`src/rtl/ctr_keystream_combiner.sv`:
```
// CTR-mode combiner: buffers plaintext blocks, pairs each with the next keystream
// block, and emits masked ciphertext with valid/ready handshakes on all three streams.
module ctr_keystream_combiner #(
    parameter int BLK_W      = 128,
    parameter int FIFO_DEPTH = 4
) (
    input  logic             clk,
    input  logic             rst,
    input  logic             pt_valid,
    output logic             pt_ready,
    input  logic [BLK_W-1:0] pt_data,
    input  logic             pt_last,
    input  logic [4:0]       pt_bytes,
    input  logic             ks_valid,
    output logic             ks_ready,
    input  logic [BLK_W-1:0] ks_data,
    output logic             ct_valid,
    input  logic             ct_ready,
    output logic [BLK_W-1:0] ct_data,
    output logic             ct_last,
    output logic [4:0]       ct_bytes,
    output logic [15:0]      blk_count,
    output logic             busy
);

    localparam int AW = $clog2(FIFO_DEPTH);

    typedef enum logic [1:0] {IDLE, ACTIVE, FLUSH} state_t;

    logic [BLK_W-1:0] fifo_data  [FIFO_DEPTH];
    logic             fifo_last  [FIFO_DEPTH];
    logic [4:0]       fifo_bytes [FIFO_DEPTH];
    logic [AW-1:0]    wptr;
    logic [AW-1:0]    rptr;
    logic [AW:0]      count;
    logic [BLK_W-1:0] ks_reg;
    logic             ks_held;
    state_t           state;

    logic full;
    logic nonempty;
    logic push;
    logic do_join;
    logic ks_accept;
    logic ct_hs;

    // Keeps the leading n bytes (byte 0 is the MSB end) and zeroes the tail.
    function automatic logic [BLK_W-1:0] byte_mask(input logic [4:0] n);
        logic [BLK_W-1:0] m;
        m = '0;
        for (int i = 0; i < BLK_W / 8; i++) begin
            if (i < int'(n)) m[BLK_W-1-8*i -: 8] = 8'hFF;
        end
        return m;
    endfunction

    // Out-of-range counts on a final block fall back to a full block.
    function automatic logic [4:0] norm_bytes(input logic last, input logic [4:0] n);
        if (!last || n == 5'd0 || n > 5'd16) return 5'd16;
        return n;
    endfunction

    assign full      = (count == (AW + 1)'(FIFO_DEPTH));
    assign nonempty  = (count != '0);
    assign pt_ready  = !rst && !full;
    assign push      = pt_valid && pt_ready;
    // FLUSH blocks the next message until its final block has left.
    assign do_join   = nonempty && ks_held && (!ct_valid || ct_ready) && (state != FLUSH);
    assign ks_ready  = !rst && (!ks_held || do_join);
    assign ks_accept = ks_valid && ks_ready;
    assign ct_hs     = ct_valid && ct_ready;
    assign busy      = nonempty || ks_held || ct_valid;

    always_ff @(posedge clk) begin
        if (push) begin
            fifo_data[wptr]  <= pt_data;
            fifo_last[wptr]  <= pt_last;
            fifo_bytes[wptr] <= norm_bytes(pt_last, pt_bytes);
        end
        if (ks_accept) ks_reg <= ks_data;
    end

    always_ff @(posedge clk) begin
        if (rst) begin
            wptr      <= '0;
            rptr      <= '0;
            count     <= '0;
            ks_held   <= 1'b0;
            ct_valid  <= 1'b0;
            ct_data   <= '0;
            ct_last   <= 1'b0;
            ct_bytes  <= '0;
            blk_count <= '0;
            state     <= IDLE;
        end else begin
            if (push)    wptr <= wptr + AW'(1);
            if (do_join) rptr <= rptr + AW'(1);
            case ({push, do_join})
                2'b10:   count <= count + (AW + 1)'(1);
                2'b01:   count <= count - (AW + 1)'(1);
                default: count <= count;
            endcase

            if (ks_accept)    ks_held <= 1'b1;
            else if (do_join) ks_held <= 1'b0;

            if (do_join) begin
                ct_valid <= 1'b1;
                ct_data  <= (fifo_data[rptr] ^ ks_reg) & byte_mask(fifo_bytes[rptr]);
                ct_last  <= fifo_last[rptr];
                ct_bytes <= fifo_bytes[rptr];
            end else if (ct_hs) begin
                ct_valid <= 1'b0;
            end

            if (ct_hs) blk_count <= ct_last ? 16'd0 : blk_count + 16'd1;

            case (state)
                IDLE:    if (do_join) state <= fifo_last[rptr] ? FLUSH : ACTIVE;
                ACTIVE:  if (do_join && fifo_last[rptr]) state <= FLUSH;
                FLUSH:   if (ct_hs) state <= IDLE;
                default: state <= IDLE;
            endcase
        end
    end

endmodule

```
`config.mk`:
```
export PLATFORM = sky130hd
export DESIGN_NAME = ctr_keystream_combiner
export DESIGN_NICKNAME = d
export VERILOG_FILES = /design/src/rtl/ctr_keystream_combiner.sv
export SDC_FILE = /design/constraint.sdc
export NUM_CORES = 1
export LEC_CHECK = 0
export CAP_MARGIN = 5
export CORE_ASPECT_RATIO = 1.25
export CORE_MARGIN = 4
export CORE_UTILIZATION = 40
export DETAILED_ROUTE_END_ITERATION = 16
export MAX_ROUTING_LAYER = met4
export PLACE_DENSITY_LB_ADDON = 0.15
export SKIP_LAST_GASP = 1
export SLEW_MARGIN = 10
export SYNTH_ARGS = -nofsm -noshare
export SYNTH_HDL_FRONTEND = slang
export SYNTH_SLANG_ARGS = --single-unit
export TNS_END_PERCENT = 30
```
`constraint.sdc`:
```
create_clock -name clk -period 6.49 [get_ports clk]
set_input_delay 1.6225 -clock clk [delete_from_list [all_inputs] [get_ports clk]]
set_output_delay 1.6225 -clock clk [all_outputs]
set_load 0.01 [all_outputs]
```
==> metrics.md, run 1 <==
| Metric | Value |
|---|---|
| Status | `finished clean` |
| Min-Delay Path Class | `register to register` |
| DRC Markers | `0` |
| Layout net count | `2366` |
| Post-Synthesis Cell Area | `30600 um^2` |
| Mapped Cells | `~1700` |
| Hold Path End | `ct_data[38]` |
| Clock tree buffer depth | `3` |
| Boundary pin count | `421` |
| Synth area leader | `edfxtp_1` |
| Die X | `255 um` |
| Final setup vio count | `0` |
| Fin. max-slew vios | `0` |
| Core Region | `75900 um^2` |
| Post-synth top cells | `edfxtp_1 (664), dfxtp_1 (163), mux4_2 (133)` |
| Gr usage total | `18.7%` |
| H-tree levels | `3` |
| FF-to-FF setup slack | `2.80 ns` |
| Max reg flops | `512` |
| Worst R2R End | `ct_data[1]` |
| Largest net degree at the start of global routing | `140` |
| Post-detail-place hpwl | `47900 um` |
| Asr flop ratio synth | `0%` |
| Final period util | `77.6%` |
| Post-Syn Area per Cell | `18.5 um^2` |
| Wire length per cell | `23.8 um` |
| Pwr Density | `321 nW/um^2` |
| Via count | `16300` |
| Post-CTS Hold Buffers | `0` |
| Crit path time final | `5.04 ns` |
| Max VDD drop | `0.207 mV` |
| Final Hold Viols | `0` |
| Clock Latency Late Sink | `0.63 ns` |
| Max-cap violations | `0` |
| Die area | `81100 um^2` |
| Number of synthesized flops with an enable pin | `664` |
| Vias per std cell | `5.18` |
| Setup crit end kind | `output port` |
| Clock transition at path regs | `around 0.06 ns` |
| Unique masters post-synth | `45` |
| Final WL | `between 70000 and 80000 um` |
| CP startpoint kind | `input pin` |
| Final ANT Viol Nets | `0` |
| Place WS | `1.46 ns` |
| Worst r2r path cells | `6` |
| CTS tree | `done` |
| Fmax | `198 MHz` |
| GP Congestion | `0.759` |
| Port bufs | `420` |
| Area grow syn2layout | `26.9%` |
| Setup TNS | `0 ns` |
| Area post-placement | `35900 um^2` |
| Synth warnings | `0` |
| Postcts setup bufs | `0` |
| Finished Cell Area | `between 30000 and 40000 um^2` |
| Final worst slack | `1.45 ns` |
| Worst Hold Depth | `2` |
| Die height | `317 um` |
| 1st-iter DRT viols | `1042` |
| RSZ-0062 raised after global routing | `no` |
| CP Data Required Time | `~4.9 ns` |
| Synth top area cells | `edfxtp_1 (65%), dfxtp_1 (11%), mux4_2 (9.8%)` |
| Clock sinks | `827` |
| Worst setup path class | `input pin to output port` |
| Layout cells sized above 1 | `14.6%` |
| Critical Path Fanout Max | `9` |
| Max_slew headroom | `between 20 and 25%` |
| DRT Pass-1 Iters | `5` |
| # rows | `113` |
| Register area share after synthesis | `75.8%` |
| Tot Pwr | `12500 uW` |
| Initial core utilization | `40.3%` |
| Inserted Clock Buffers | `84` |
| Root Buffer | `clkbuf_16` |
| Yosys reg bits | `about 830` |
| HP Start | `ct_data[38]` |
| P_leak | `0.0122 uW` |
| Vias in the first global route | `about 17000` |
| Area share of the largest cell type after synthesis | `65.1%` |
| Grt ovf | `0` |
| First-pass GRT wire length | `111000 um` |
| Clock Skew | `0.0188 ns` |
| CTS resizes | `0` |
| Antenna violations before repair | `15` |
| Syn nets | `1930` |
| WP data arrival | `3.42 ns` |
| Ys flop type | `edfxtp_1` |
| Top-count cell post-synth | `edfxtp_1` |
| Core Util, Final | `51.2%` |
| Slew @ Worst Pin | `1.17 ns` |
==> cell type report <==
| class | instances | area, um^2 |
|---|---|---|
| diodes | 15 | 37.5 |
| clock buffers | 98 | 2220 |
| clock inverters | 55 | 678 |
| fillers | 6133 | 37100 |
| inverters | 13 | 48.8 |
| multi-input cells | 726 | 7020 |
| flip-flops and latches | 827 | 23200 |
| well taps | 977 | 1220 |
| repair buffers | 440 | 4430 |
==> layer usage <==
metal	share of wire [%]	wire, um	global-route usage, %
met2	52	39300	31.8
met4	2.1	1590	5.89
met1	39	29500	22.6
met5	0	0	-
met3	6.1	4580	4.08
==> worst max path at each step <==
stage	start	to	slack [ns]	cells after the start
after floorplan	rst	fifo_bytes[1][0]	0.54	3
after global placement	ct_ready	ks_ready	1.44	5
after detailed placement	ct_ready	ks_ready	1.46	5
after CTS	ct_ready	ks_ready	1.45	5
after global routing	ct_ready	ks_ready	1.38	5
final	ct_ready	ks_ready	1.45	5
==> metrics by stage <==
step	cells	hold WS, ns
global placement	2983	0.438
CTS	3136	0.453
finish	3151	0.451
detailed placement	2983	0.446
floorplan	1656	0.418
global route	3151	0.470
==> power breakdown <==
part,leakage [uW],switching (uW),internal (uW)
Sequential,0.00738,111,5970
Clock,0.00141,2000,3050
Combinational,0.00345,693,643
==> cell families (layout without fill, tap and decap cells) <==
kind of cell	Yosys count	after routing	synth area share, %
other	0	15	0
buffers and inverters	103	606	1.37
flip-flops	827	827	75.8
adder cells (fa/ha/maj)	7	7	0.311
XOR/XNOR	142	142	4.06
multiplexers	134	134	9.81
AND/OR/NAND/NOR	271	271	4.98
AO/OA/AOI/OAI	172	172	3.69
==> cells in the final DEF, fill, tap and decap left out, drive strengths merged, types with 2 or more instances in the layout <==
cell             n
a211o            3
clkinvlp         8
or3              7
nor2            24
mux4           133
inv             16
a31o             3
a211oi           2
ha               6
xnor2           87
nor3             3
nand3           55
nand4            7
and4             2
edfxtp         664
clkbuf          98
nand2           68
o31ai           81
nand2b           3
or2              4
diode           15
clkinv          29
xor2            55
nand3b          80
a21oi           72
clkdlybuf4s50  419
bufinv          15
nor4             3
and2            11
o21ai            6
dfxtp          163
buf             21
nor2b            2
==> worst max-delay path, cell delays in order <==
cell             delay [ns]
clkdlybuf4s50_1        0.63
nand2b_1               0.20
nand3_1                0.11
a21oi_1                0.26
clkdlybuf4s50_1        0.59
No activity file was read; power rests on OpenSTA's default activity.
==> inputs of run 2 (changes only) <==
clock period = 4.6 ns   (was 6.49 ns; I/O delays follow)
==> run 2 against run 1 <==
Compared with the run above: hold slack lost 0.00081 ns; sequential share of layout area shrank 0.23 points; clock power grew 32%; total power grew 38%; utilization grew 0.19 points; largest power group unchanged; die area is the same; clock-buffer cell count grew 23; largest cell class unchanged; design area grew 0.38%; non-clock buffer count grew 29; cell count grew 0.98%; via count grew 1.1%; highest routed layer unchanged; wire length grew 3.0%.
==> metrics.md, run 2 (synthesis results as in run 1) <==
| Metric | Value |
|---|---|
| CP startpoint kind | `input pin` |
| Clock Skew | `0.0260 ns (+0.00717 ns)` |
| Clock transition at path regs | `0.06 ns (about the same)` |
| WP data arrival | `2.71 ns (-0.71 ns)` |
| Post-detail-place hpwl | `50200 um (+4.8%)` |
| Antenna violations before repair | `18 (+3)` |
| Vias in the first global route | `17500 (+2.1%)` |
| Core Region | `75900 um^2 (unchanged)` |
| First-pass GRT wire length | `114000 um (+2.6%)` |
| Status | `finished clean` |
| Fillers | `6166 (+0.54%)` |
| P_leak | `0.0123 uW (+0.72%)` |
| Finished Cell Area | `39000 um^2 (+0.38%)` |
| Pwr Density | `439 nW/um^2 (+37%)` |
| Slew @ Worst Pin | `1.11 ns (-0.0583 ns)` |
| Max VDD drop | `0.318 mV (+53%)` |
| Post-CTS Hold Buffers | `0 (unchanged)` |
| Commonest cells after routing, fill and taps aside | `edfxtp_1 (664), clkdlybuf4s50_1 (419), dfxtp_1 (161), mux4_2 (133), xnor2_1 (87)` |
| Worst-path cell chain | `clkdlybuf4s50_1 > nand2b_1 > nand3_1 > a21oi_1 > clkdlybuf4s50_1` |
| Largest net degree at the start of global routing | `140 (unchanged)` |
| Via count | `16500 (+1.1%)` |
| Gr usage total | `19.4% (+0.67 points)` |
| Worst Path Buf+Inv | `2 (unchanged)` |
| Layout cells sized above 1 | `15.0% (+0.41 points)` |
| Area grow syn2layout | `27.4%` |
| Grt ovf | `0 (unchanged)` |
| Layout net count | `2394 (+1.2%)` |
| Crit path time final | `3.86 ns` |
| RSZ-0062 raised after global routing | `no` |
| Clock tree buffer depth | `3 (unchanged)` |
| DRT Pass-1 Iters | `5 (unchanged)` |
| CP Data Required Time | `3.45 ns (-1.42 ns)` |
| DRC Markers | `0 (unchanged)` |
| Fin. max-slew vios | `0 (unchanged)` |
| Inserted Clock Buffers | `83 (-1.2%)` |
| Fmax | `259 MHz` |
| Final ANT Viol Nets | `0 (unchanged)` |
| # rows | `113 (unchanged)` |
| Clock sinks | `827 (unchanged)` |
| Max-cap violations | `0 (unchanged)` |
| Initial core utilization | `40.3% (unchanged)` |
| GP Congestion | `0.745 (-1.9%)` |
| Vias per std cell | `5.19 (+0.11%)` |
| Root Buffer | `clkbuf_16` |
| Final WL | `77200 um (+3.0%)` |
| Port bufs | `420 (unchanged)` |
| Final setup vio count | `0 (unchanged)` |
| Critical Path Fanout Max | `3 (-6)` |
| 1st-iter DRT viols | `936 (-10%)` |
| Max_slew headroom | `26.0% (+3.9 points)` |
| Cell mode on critical path | `clkdlybuf4s50_1` |
| Boundary pin count | `421 (unchanged)` |
| Die area | `81100 um^2 (unchanged)` |
| Postcts setup bufs | `0 (unchanged)` |
| Wire length per cell | `24.3 um (+2.0%)` |
| Final period util | `83.9%` |
| Die X | `255 um (unchanged)` |
| Worst setup path class | `input pin to output port` |
| CTS resizes | `0 (unchanged)` |
| Die height | `317 um (unchanged)` |
| Worst hold slack | `0.450 ns (-0.000810 ns)` |
| H-tree levels | `3 (unchanged)` |
| Max reg flops | `512 (unchanged)` |
| Min-Delay Path Class | `register to register` |
| Commonest non-fill, non-tap cell in the layout | `edfxtp_1` |
| Worst path slowest cell | `clkdlybuf4s50_1` |
| Final Hold Viols | `0 (unchanged)` |
| Setup crit end kind | `output port` |
| CP top delay family | `buffers and inverters` |
| CTS tree | `done` |
| Area post-placement | `36300 um^2 (+0.99%)` |
| Max incr delay on CP | `0.58 ns (-0.05 ns)` |
| FF-to-FF setup slack | `1.33 ns (-1.47 ns)` |
| Clock Latency Late Sink | `0.63 ns (about the same)` |
run 2: cell count changes in the layout (fill, tap and decap cells not counted), sizes merged:
cell	previous run	this run
clkinv	29	21
diode	15	19
clkbuf	98	121
inv	16	15
buf	21	50
bufinv	15	4
clkinvlp	8	3
run 2: power breakdown:
group	switching, uW	total (uW)	leakage [uW]	internal (uW)
Combinational	1000	1940	0.00364	940
Sequential	145	8570	0.00738	8430
Clock	2760	6630	0.00131	3870
Total	3910	17100	0.0123	13200
run 2: final cells by class:
cell class                 count  area [um^2]  share of cell area, %
sequential                   827        23200                   59.5
multi-input combinational    726         7020                   18.0
inverter                      13         48.8                  0.125
clock buffer                 121         2420                   6.21
antenna                       19         47.5                  0.122
timing repair buffer         469         4780                   12.3
clock inverter                30          254                  0.651
tap                          977         1220                   3.13
run 2: tightest hold or removal path, delay by kind of cell (launching register included):
family | cells | cell delay [ns]
simple gates | 1 | 0.05
compound gates | 1 | 0.05
flops | 1 | 0.31
run 2: metrics by stage:
step	instances	setup WS [ns]	utilization, %	total power [uW]	TNS, ns
floorplan	1656	-0.878	-	9790	-339.19
global placement	3012	0.771	47.8	10700	0
detailed placement	3012	0.761	47.8	10700	0
CTS	3163	0.759	51.3	17400	0
global route	3181	0.670	51.4	17900	0
finish	3182	0.740	51.4	17100	0
run 2: final timing paths:
path | startpoint | end | cells past startpoint
setup / recovery | ct_ready | ks_ready | 5
hold / removal | ct_data[119] | ct_data[119] | 2
setup reg to reg | register | ct_data[92] | 4
hold reg to reg | ct_data[119] | ct_data[119] | 2
run 2: per-layer routing:
layer	global-route usage [%]	part of all wire [%]
met5	-	0
met4	6.87	2.6
met3	4.38	5.9
met2	32.8	52
met1	23.2	39
==> inputs of run 3 (changes only) <==
clock period = 3.7 ns   (was 4.6 ns; I/O delays follow)
==> run 3 against run 2 <==
Compared with the run above: design area up 0.12%; non-clock buffer count down 5; combinational power up 25%; clock power up 27%; wire length about the same; cell count down 0.13%; worst setup slack worse by 0.41 ns; total power up 25%; via count up 0.21%; critical endpoint unchanged.
==> metrics.md, run 3 (synthesis results as in run 1) <==
| Metric | Value |
|---|---|
| Status | `finished clean` |
| Initial core utilization | `40.3% (unchanged)` |
| DRT Pass-1 Iters | `7 (+2)` |
| FF-to-FF setup slack | `0.92 ns (-0.41 ns)` |
| Max VDD drop | `0.383 mV (+21%)` |
| Final ANT Viol Nets | `0 (unchanged)` |
| Post-detail-place hpwl | `49000 um (-2.3%)` |
| Vias in the first global route | `17600 (+0.43%)` |
| Wire length per cell | `24.3 um (about the same)` |
| CP startpoint kind | `input pin` |
| Final worst slack | `0.333 ns (-0.407 ns)` |
| CTS resizes | `0 (unchanged)` |
| Clock Latency Late Sink | `0.64 ns (about the same)` |
| Worst hold slack | `0.452 ns (+0.00137 ns)` |
| Final WL | `77200 um (about the same)` |
| Area post-placement | `36300 um^2 (about the same)` |
| Via count | `16600 (+0.21%)` |
| P_leak | `0.0123 uW (-0.13%)` |
| Antenna violations before repair | `16 (-2)` |
| Port bufs | `420 (unchanged)` |
| Final period util | `91.0%` |
| Clock transition at path regs | `0.06 ns (about the same)` |
| Postcts setup bufs | `0 (unchanged)` |
| CP Data Required Time | `2.77 ns (-0.68 ns)` |
| Min-Delay Path Class | `register to register` |
| Die X | `255 um (unchanged)` |
| 1st-iter DRT viols | `1031 (+10%)` |
| Clock sinks | `827 (unchanged)` |
| Commonest cells after routing, fill and taps aside | `edfxtp_1 (664), clkdlybuf4s50_1 (419), dfxtp_1 (161), mux4_2 (133), xnor2_1 (87)` |
| Met2 WL post-DR | `40600 um (+0.58%)` |
| Critical Path Fanout Max | `3 (unchanged)` |
| Gr usage total | `19.3% (-0.11 points)` |
| Root Buffer | `clkbuf_16` |
| Inserted Clock Buffers | `83 (unchanged)` |
| Fin. max-slew vios | `0 (unchanged)` |
| # rows | `113 (unchanged)` |
| Final setup vio count | `0 (unchanged)` |
| Setup crit end kind | `output port` |
| Fillers | `6224 (+0.94%)` |
| DRC Markers | `0 (unchanged)` |
| Final Hold Viols | `0 (unchanged)` |
| Commonest non-fill, non-tap cell in the layout | `edfxtp_1` |
| Worst r2r path cells | `6 (+2)` |
| Boundary pin count | `421 (unchanged)` |
| Highest metal used | `met4` |
| Worst R2R End | `ct_data[112]` |
| Area grow syn2layout | `27.5%` |
| Met3 WL | `4310 um (-4.9%)` |
| Tot Pwr | `21500 uW (+25%)` |
| Post-CTS Hold Buffers | `0 (unchanged)` |
| Setup TNS | `0 ns (unchanged)` |
| Max-cap violations | `0 (unchanged)` |
| Grt ovf | `0 (unchanged)` |
| Hold Path End | `ct_data[115]` |
| Largest net degree at the start of global routing | `140 (unchanged)` |
| Finished Cell Area | `39100 um^2 (+0.12%)` |
| CTS tree | `done` |
| Worst setup path class | `input pin to output port` |
| Slew @ Worst Pin | `0.873 ns (-0.237 ns)` |
| Wl on met1 | `30500 um (+0.63%)` |
| Die area | `81100 um^2 (unchanged)` |
| Pwr Density | `550 nW/um^2 (+25%)` |
| Place WS | `0.338 ns (-0.423 ns)` |
| First-pass GRT wire length | `114000 um (about the same)` |
| Crit path time final | `3.37 ns` |
| Clock tree buffer depth | `3 (unchanged)` |
| H-tree levels | `3 (unchanged)` |
| RSZ-0062 raised after global routing | `no` |
| GP Congestion | `0.751 (+0.83%)` |
| Die height | `317 um (unchanged)` |
| HP Start | `ct_data[115]` |
| Core Region | `75900 um^2 (unchanged)` |
| Worst Hold Depth | `2 (unchanged)` |
| Max_slew headroom | `41.6% (+16 points)` |
| Max reg flops | `512 (unchanged)` |
| Layout net count | `2389 (-0.21%)` |
| WP data arrival | `2.44 ns (-0.27 ns)` |
| Fmax | `297 MHz` |
| Clock Skew | `0.0224 ns (-0.00362 ns)` |
| Layout cells sized above 1 | `15.0% (-0.046 points)` |
| Vias per std cell | `5.21 (+0.34%)` |
[run 3: changes by cell type in the layout (fill, tap and decap cells not counted), sizes merged]
cell      change
clkinv       +10
bufinv        +3
diode         -4
buf           -5
clkbuf       -16
inv           +2
clkinvlp      +6
[run 3: metal layers]
metal,GRT usage [%],vias to the layer above
li1,-,7457
met1,23.2,8503
met2,32.8,485
met3,4.00,106
met4,6.47,0
met5,-,-
[run 3: critical path, cell delays in order]
cell and delay, ns:
clkdlybuf4s50_1 0.47, nand2b_1 0.15, nand3_1 0.11, a21oi_1 0.21
clkdlybuf4s50_1 0.57
[run 3: area by class of cell]
cell class	instances	area [um^2]	area share, %
Timing Repair Buffer	464	4770	12.2
Sequential cell	827	23200	59.4
Clock inverter	51	482	1.23
Antenna cell	15	37.5	0.0961
Multi-Input combinational cell	726	7020	18.0
Inverter	13	48.8	0.125
Clock buffer	105	2260	5.80
Tap cell	977	1220	3.13
[run 3: metrics by stage]
step | cells | util (%)
5_1_grt | 3178 | 51.4
2_1_floorplan | 1656 | -
6_report | 3178 | 51.4
3_5_place_dp | 3007 | 47.8
3_3_place_gp | 3007 | 47.8
4_1_cts | 3163 | 51.4
[run 3: worst max-delay path by stage]
| stage | startpoint | to | slack [ns] | cells past startpoint |
|---|---|---|---|---|
| final | ct_ready | ks_ready | 0.33 | 5 |
| after global routing | ct_ready | ks_ready | 0.26 | 5 |
| after detailed placement | ct_ready | ks_ready | 0.34 | 5 |
| after global placement | ct_ready | ks_ready | 0.33 | 5 |
| after floorplan | rst | fifo_bytes[1][0] | -0.1 | 3 |
| after CTS | ct_ready | ks_ready | 0.33 | 5 |
[run 3: power breakdown]
part	leakage, uW	internal (uW)	switching (uW)	total (uW)
clock network	0.00132	4860	3550	8400
logic	0.00362	1170	1250	2420
registers	0.00738	10500	174	10700
